<file path="src/rtl/packet_framer_if.sv">
// rtl/packet_framer_if.sv - source and downstream FIFO handshake signals of the packet framer.
// master: source/FIFO side; slave: framer side.
interface packet_framer_if;
  logic [31:0] src_data;
  logic        src_valid;
  logic        src_ready;
  logic        fifo_prog_full;
  logic [31:0] data_out;
  logic        data_out_valid;

  modport master (
    output src_data, src_valid, fifo_prog_full,
    input  src_ready, data_out, data_out_valid
  );

  modport slave (
    input  src_data, src_valid, fifo_prog_full,
    output src_ready, data_out, data_out_valid
  );
endinterface

</file>
<file path="src/rtl/packet_framer.sv">
// rtl/packet_framer.sv - wraps source samples into header/payload/checksum-trailer packets.
// Header is {SYNC_WORD, seq_num}; the trailer is the mod-2^32 sum of the payload words.
module packet_framer #(
  parameter int          PACKET_SIZE = 1024,
  parameter logic [15:0] SYNC_WORD   = 16'hA5A5
) (
  input  logic            data_in_clk,
  input  logic            rst,
  input  logic            enable,
  packet_framer_if.slave  bus,
  output logic [15:0]     seq_num,
  output logic            pkt_done,
  output logic            busy
);

  typedef enum logic [1:0] {IDLE, HEADER, PAYLOAD, TRAILER} state_t;

  // Counter index of the final payload word (PACKET_SIZE-2 payload words in total).
  localparam logic [10:0] LAST_IDX = 11'(PACKET_SIZE - 3);

  state_t      state;
  logic [10:0] word_cnt;
  logic [31:0] checksum;
  logic        xfer;

  assign bus.src_ready = (state == PAYLOAD) && !bus.fifo_prog_full;
  assign xfer          = bus.src_valid && bus.src_ready;
  assign busy          = (state != IDLE);

  always_ff @(posedge data_in_clk or posedge rst) begin
    if (rst) begin
      state              <= IDLE;
      bus.data_out       <= '0;
      bus.data_out_valid <= 1'b0;
      pkt_done           <= 1'b0;
      seq_num            <= '0;
      word_cnt           <= '0;
      checksum           <= '0;
    end else begin
      bus.data_out_valid <= 1'b0;
      pkt_done           <= 1'b0;
      case (state)
        IDLE: begin
          if (enable) state <= HEADER;
        end
        HEADER: begin
          word_cnt <= '0;
          if (!bus.fifo_prog_full) begin
            bus.data_out       <= {SYNC_WORD, seq_num};
            bus.data_out_valid <= 1'b1;
            checksum           <= '0;
            state              <= PAYLOAD;
          end
        end
        PAYLOAD: begin
          if (xfer) begin
            bus.data_out       <= bus.src_data;
            bus.data_out_valid <= 1'b1;
            checksum           <= checksum + bus.src_data;
            word_cnt           <= word_cnt + 11'd1;
            if (word_cnt == LAST_IDX) state <= TRAILER;
          end
        end
        TRAILER: begin
          if (!bus.fifo_prog_full) begin
            bus.data_out       <= checksum;
            bus.data_out_valid <= 1'b1;
            pkt_done           <= 1'b1;
            seq_num            <= seq_num + 16'd1;
            state              <= IDLE;
          end
        end
        default: state <= IDLE;
      endcase
    end
  end

endmodule

</file>
<file path="src/flat_wrapper.sv">
// flat-port wrapper written by rule: the top's interface ports become plain ports
module packet_framer_flat 
#(
  parameter int          PACKET_SIZE = 1024,
  parameter logic [15:0] SYNC_WORD   = 16'hA5A5
)
  (data_in_clk, rst, enable, seq_num, pkt_done, busy, bus_src_data, bus_src_valid, bus_fifo_prog_full, bus_src_ready, bus_data_out, bus_data_out_valid);
  packet_framer_if bus_i ();
  input  logic data_in_clk;
  input  logic rst;
  input  logic enable;
  output logic [15:0] seq_num;
  output logic pkt_done;
  output logic busy;
  input wire logic [$bits(bus_i.src_data)-1:0] bus_src_data;
  input wire logic [$bits(bus_i.src_valid)-1:0] bus_src_valid;
  input wire logic [$bits(bus_i.fifo_prog_full)-1:0] bus_fifo_prog_full;
  output wire logic [$bits(bus_i.src_ready)-1:0] bus_src_ready;
  output wire logic [$bits(bus_i.data_out)-1:0] bus_data_out;
  output wire logic [$bits(bus_i.data_out_valid)-1:0] bus_data_out_valid;
  assign bus_i.src_data = bus_src_data;
  assign bus_i.src_valid = bus_src_valid;
  assign bus_i.fifo_prog_full = bus_fifo_prog_full;
  assign bus_src_ready = bus_i.src_ready;
  assign bus_data_out = bus_i.data_out;
  assign bus_data_out_valid = bus_i.data_out_valid;
  packet_framer #(.PACKET_SIZE(PACKET_SIZE), .SYNC_WORD(SYNC_WORD)) u_core (.data_in_clk(data_in_clk), .rst(rst), .enable(enable), .bus(bus_i), .seq_num(seq_num), .pkt_done(pkt_done), .busy(busy));
endmodule
</file>
<file path="config.mk">
export PLATFORM = sky130hd
export DESIGN_NAME = packet_framer_flat
export DESIGN_NICKNAME = d
export VERILOG_FILES = /design/src/rtl/packet_framer_if.sv /design/src/rtl/packet_framer.sv /design/src/flat_wrapper.sv
export SDC_FILE = /design/constraint.sdc
export NUM_CORES = 1
export LEC_CHECK = 0
export CORE_UTILIZATION = 35
export DETAILED_ROUTE_END_ITERATION = 12
export GPL_ROUTABILITY_DRIVEN = 0
export PLACE_DENSITY_LB_ADDON = 0.15
export SLEW_MARGIN = 10
export SYNTH_ARGS = -nofsm -noshare
export SYNTH_HDL_FRONTEND = slang
export SYNTH_SLANG_ARGS = --single-unit
</file>
<file path="constraint.sdc">
create_clock -name data_in_clk -period 3.2 [get_ports data_in_clk]
set_input_delay 0.32 -clock data_in_clk [delete_from_list [all_inputs] [get_ports data_in_clk]]
set_output_delay 0.32 -clock data_in_clk [all_outputs]
set_load 0.02 [all_outputs]
</file>
# --- Yosys cells after proc, flatten, opt, wreduce, memory -nomap -nowiden ---
# Cells that the tools add are included.
totals:
  register_bits: 95
  inputBits: 37
  elab_cells: 52
classes:
  add_sub_neg: 3
  n_eq_ne: 9
  mux: 19
  n_bitwise: 1
  reduce_logical: 13
ops:
  columns: ["operator", "n"]
  rows:
  - ["32-bit 2-to-1 mux", 5]
  - ["32-bit one-hot mux with 3 select lines", 1]
  - ["32-bit one-hot mux with 2 select lines", 1]
  - ["32-bit adder", 1]
  - ["11-bit one-hot mux with 2 select lines", 1]
  - ["16-bit by 1-bit adder with 16-bit output, second input constant", 1]
  - ["11-bit by 1-bit adder with 11-bit output, second input constant", 1]
  - ["11-bit by 10-bit == test with 1-bit output, second input constant", 1]
  - ["11-bit 2-to-1 mux", 1]
  - ["2-bit 2-to-1 mux", 5]
  - ["2-bit inequality test, second input constant", 4]
  - ["2-bit one-hot mux with 4 select lines", 1]
  - ["5-bit AND reduction", 1]
  - ["2-bit == test, second input constant", 2]
  - ["2-bit AND reduction", 2]
  - ["4-bit AND reduction", 1]
  - ["2-bit nonzero test", 2]
  - ["1-bit 2-to-1 mux", 3]
  - ["3-bit AND reduction", 1]
  - ["3-bit nonzero test", 1]
  - ["2-bit by 1-bit == test with 1-bit output, second input constant", 1]
  - ["1-bit logical AND", 2]
  - ["2-bit logical NOT", 1]
  - ["2-bit by 1-bit inequality test with 1-bit output, second input constant", 1]
  - ["4 further kinds", 4]

# --- Longest topological paths before layout ---
logic_depth:
  depth_word: 5
  ltp_mapped: 12
  ltp_nobuf: 12

# --- Least setup slack after synthesis ---
# Ideal clock, no wire load.
synth_path:
  path_type: "flip-flop to flip-flop"
  from: "reg u_core.checksum[0]"
  to: "reg u_core.checksum[28]"
  setup_ps: 138
  arrival_time_ps: 2217
  required_time_ps: 3062
  setup_slack_ps: 846
  path_stages_with_launch: 13
  n_path_buf: 0
  path_cell_list: "dfrtp_1 > ha_1 > inv_1 > fa_1 > nor2b_1 > o21a_1 > o21ai_2 > a21oi_1 > or2_1 > a22oi_1 > a31o_1 > mux2i_1 > o211ai_1"
synth_via:
  elab_chain_len: 3
synth_rtl:
  columns: ["item", "line", "source"]
  rows:
  - ["start, declared", "packet_framer.sv:23", "logic [31:0] checksum;"]
  - ["start signal, assigned", "packet_framer.sv:59", "checksum <= checksum + bus.src_data;"]
  - ["32-bit adder", "packet_framer.sv:59", null]
  - ["32-bit 2-to-1 mux", "packet_framer.sv:56", "if (xfer) begin"]
  - ["32-bit one-hot mux with 2 select lines", "packet_framer.sv:42", "case (state)"]
# No other way between the ends. The select of a mux whose other input is x is not followed.
# A chain may end at the register's enable or synchronous reset.

# --- Worst setup path after layout ---
layout_path:
  from: "in bus_src_data[0]"
  to: "reg u_core.checksum[30]"
layout_via:
  elab_chain_len: 3
layout_rtl:
  columns: ["item", "line", "source"]
  rows:
  - ["start, declared", "flat_wrapper.sv:15", "input wire logic [$bits(bus_i.src_data)-1:0] bus_src_data;"]
  - ["32-bit adder", "packet_framer.sv:59", null]
  - ["32-bit 2-to-1 mux", "packet_framer.sv:56", null]
  - ["32-bit one-hot mux with 2 select lines", "packet_framer.sv:42", null]
# No other way between the ends. The select of a mux whose other input is x is not followed.

==> results.toml <==
[placement]
place.port_buffers = 88
dp.cells = 900
place_area_sq_um = 6790
dp_hpwl_microns = 10100

[routing]
antenna_left = 0
route.detailed.drc = 0
drt-initial-drc-count = 290
firstDrtPassIters = 4
vias_per_cell = 5.20
vias = 4764
wire_per_inst_microns = 15.4
wl_microns = 14100

[die]
die_height_microns = 129
die_w_microns = 129
row_count = 46
boundaryPins = 89
die_area_sq_um = 16700
start_util_pct = 35.7
core_area_sq_um = 15900

[synthesis]
dominantRegCellSynth = "dfrtp_1"
syn_inst = 622
synth.distinct_cells = 56
ys_ff_latch = 95
synth_top_area_cell = "dfrtp_1"
async_flop_share_pct = 100
syn_area_per_cell_sq_um = 9.12
synth_edf_count = 0
ys_top_cells_by_area = "dfrtp_1 (42%), ha_1 (8.6%), nand2_1 (4.8%)"
yosys_warnings = 0
synth-seq-area-share_pct = 41.9
yosys.area.top_type_share_pct = 41.9
syn_nets = 699
synth.cell_area_sq_um = 5680

[flow_run]
max_cap_violations = 0

[final_layout]
fin_nets = 772
fillers = 1610
final_cells = 916
layout.area.seq_sq_um = 2380
fin_util_pct = 44.6
finalInstanceArea_sq_um = 7090
multiInputGateArea_sq_um = 3120
areaGrowthSynthToFinish_pct = 24.8
diodes = 0
layout-drive-gt1-share_pct = 5.43

[clock_tree]
cts_tree = "done"
cts_buffers = 9
postCtsResizedCells = 0
cts_setup_buffers = 0
cts_root_buf = "clkbuf_16"
hold_buffers = 0
cts_max_path_buffers = 2
clk_pin_slew_ns = 0.07
insertion_delay_ns = 0.34
htree_levels = 3
cts.sinks = 95

[worst_setup_path]
crit_slowest_cell = "clkdlybuf4s50_1"
start_kind = "input pin"
cp_max_fo = 4
crit_type = "in -> reg"
cp.arrival_ns = 2.94
crit_path_frequent_cell = "a31oi_1"
timing.critical_path.slowest_cell_delay_ns = 0.49
path_cells = "clkdlybuf4s50_1 -> ha_1 -> inv_1 -> fa_1 -> nor2b_1 -> o21a_1 -> o21ai_2 -> a21oi_1 -> o31ai_2 -> a31oi_1 -> a31oi_1 -> xor2_1 -> o21ai_1"
crit_required_ns = 3.42
crit_path_end_kind = "register"

[timing]
tns_ns = 0
rsz0062_at_grt = "no"
slew_headroom_pct = 29.2
whs_ns = 0.379
finalClockSkew_ns = 0.00596
worstMarginPinSlew_ns = 1.06
final.period_utilization_pct = 85.0
fmax_ghz = 0.368
drv_slew = 0
hold_viol = 0
setup_violations = 0
min_period_ns = 2.72

[grt]
overflow = 0
grt_pass1_vias = 4742
grt_pass1_wl_microns = 23600
grt_antenna_before_repair = 0
gr-usage-all-layers_pct = 17.9
grt_max_degree = 65

[outcome]
status = "completed"

[power]
leakage_nw = 3.09
ir_drop_mv = 0.402
pwr_density_cell_nw_per_um2 = 931

[hold_path]
min_path_type = "in -> async"
==> cell usage in the layout (no fill, tap or decap), drive strengths merged, types with 7 or more instances in the layout <==
cell type | netlist | layout
xnor2 | 24 | 24
clkdlybuf4s50 | 0 | 88
buf | 6 | 7
xor2 | 25 | 25
nor2 | 53 | 53
o21ai | 45 | 45
and3 | 9 | 9
nor2b | 7 | 7
a22oi | 33 | 33
a21o | 18 | 18
clkbuf | 27 | 11
inv | 14 | 14
dfrtp | 95 | 95
nand3 | 21 | 21
a21oi | 39 | 39
a31oi | 31 | 31
nand2 | 72 | 72
ha | 39 | 39
==> Yosys cell counts (4+ instances only) <==
cell type  instances
nand4_1            6
dfrtp_1           95
a31oi_1           31
buf_2              4
ha_1              39
a21oi_1           38
and3_1             9
o21ai_1           13
or3_1              4
o21ai_0           31
nor2b_1            7
inv_1             14
a21o_1            18
nor3_1             4
a22oi_1           33
nand2_1           72
xor2_1            25
clkbuf_1          27
xnor2_1           24
nor2_1            53
nand2b_1           4
nand3_1           21
==> path summary, 6_finish.rpt <==
kind | from | to | slack [ns] | depth (start not counted)
min in group data_in_clk | u_core.seq_num[15] | u_core.seq_num[15] | 0.51 | 1
min reg2reg | u_core.seq_num[15] | u_core.seq_num[15] | 0.51 | 1
min | rst | u_core.bus.data_out[14] | 0.38 | 2
max in group asynchronous | rst | u_core.checksum[31] | 2.11 | 3
max reg2reg | u_core.checksum[0] | u_core.checksum[28] | 0.55 | 12
max | bus_src_data[0] | u_core.checksum[30] | 0.48 | 13
==> cell type report <==
type                            instances  share of cell area, %
Multi-Input combinational cell        480                   44.1
Inverter                               14                  0.777
Sequential cell                        95                   33.6
Tap cell                              216                   3.81
Clock buffer                           11                   3.43
Clock inverter                          5                  0.812
Timing Repair Buffer                   95                   13.5
==> cells by family after synthesis <==
family | share of synthesized area, %
adders and majority gates | 8.95
AOI/OAI and AO/OA | 22.1
DFF | 41.9
xor gates and xnor gates | 7.56
muxes | 0.750
buffers and inverters | 3.20
and+or+nand+nor | 15.5
==> sequential cells by signal (all words and copies together), names as in the netlist <==
signal,flops
u_core.bus.data_out_valid,1
u_core.word_cnt,11
u_core.checksum,32
u_core.bus.data_out,32
u_core.state,2
u_core.pkt_done,1
u_core.seq_num,16
==> critical path: cells and delay by family <==
family,cells,cell delay (ns)
xor gates and xnor gates,1,0.16
buffers and inverters,2,0.55
adders and majority gates,2,0.59
and+or+nand+nor,1,0.13
AOI/OAI and AO/OA,7,1.19
==> power by group <==
| part | switching, mW | total [mW] | internal (mW) |
|---|---|---|---|
| combinational | 2.06 | 3.57 | 1.51 |
| clock | 0.467 | 1.09 | 0.628 |
| sequential | 0.302 | 1.93 | 1.63 |
==> metrics by stage <==
step	setup WS (ns)	power, mW
after floorplan	0.403	4.36
after global placement	0.185	5.49
after CTS	0.447	6.67
final	0.479	6.60
after detailed placement	0.0795	5.55
after global routing	0.260	7.15
==> per-layer routing <==
layer | track usage, % | vias to the layer above | share of wire [%]
li1 | - | 2383 | -
met1 | 23.8 | 2291 | 48
met2 | 30.0 | 82 | 47
met3 | 2.31 | 8 | 3.2
met4 | 6.02 | 0 | 1.0
met5 | 0 | - | 0
Power figures use the tool's default switching activity.
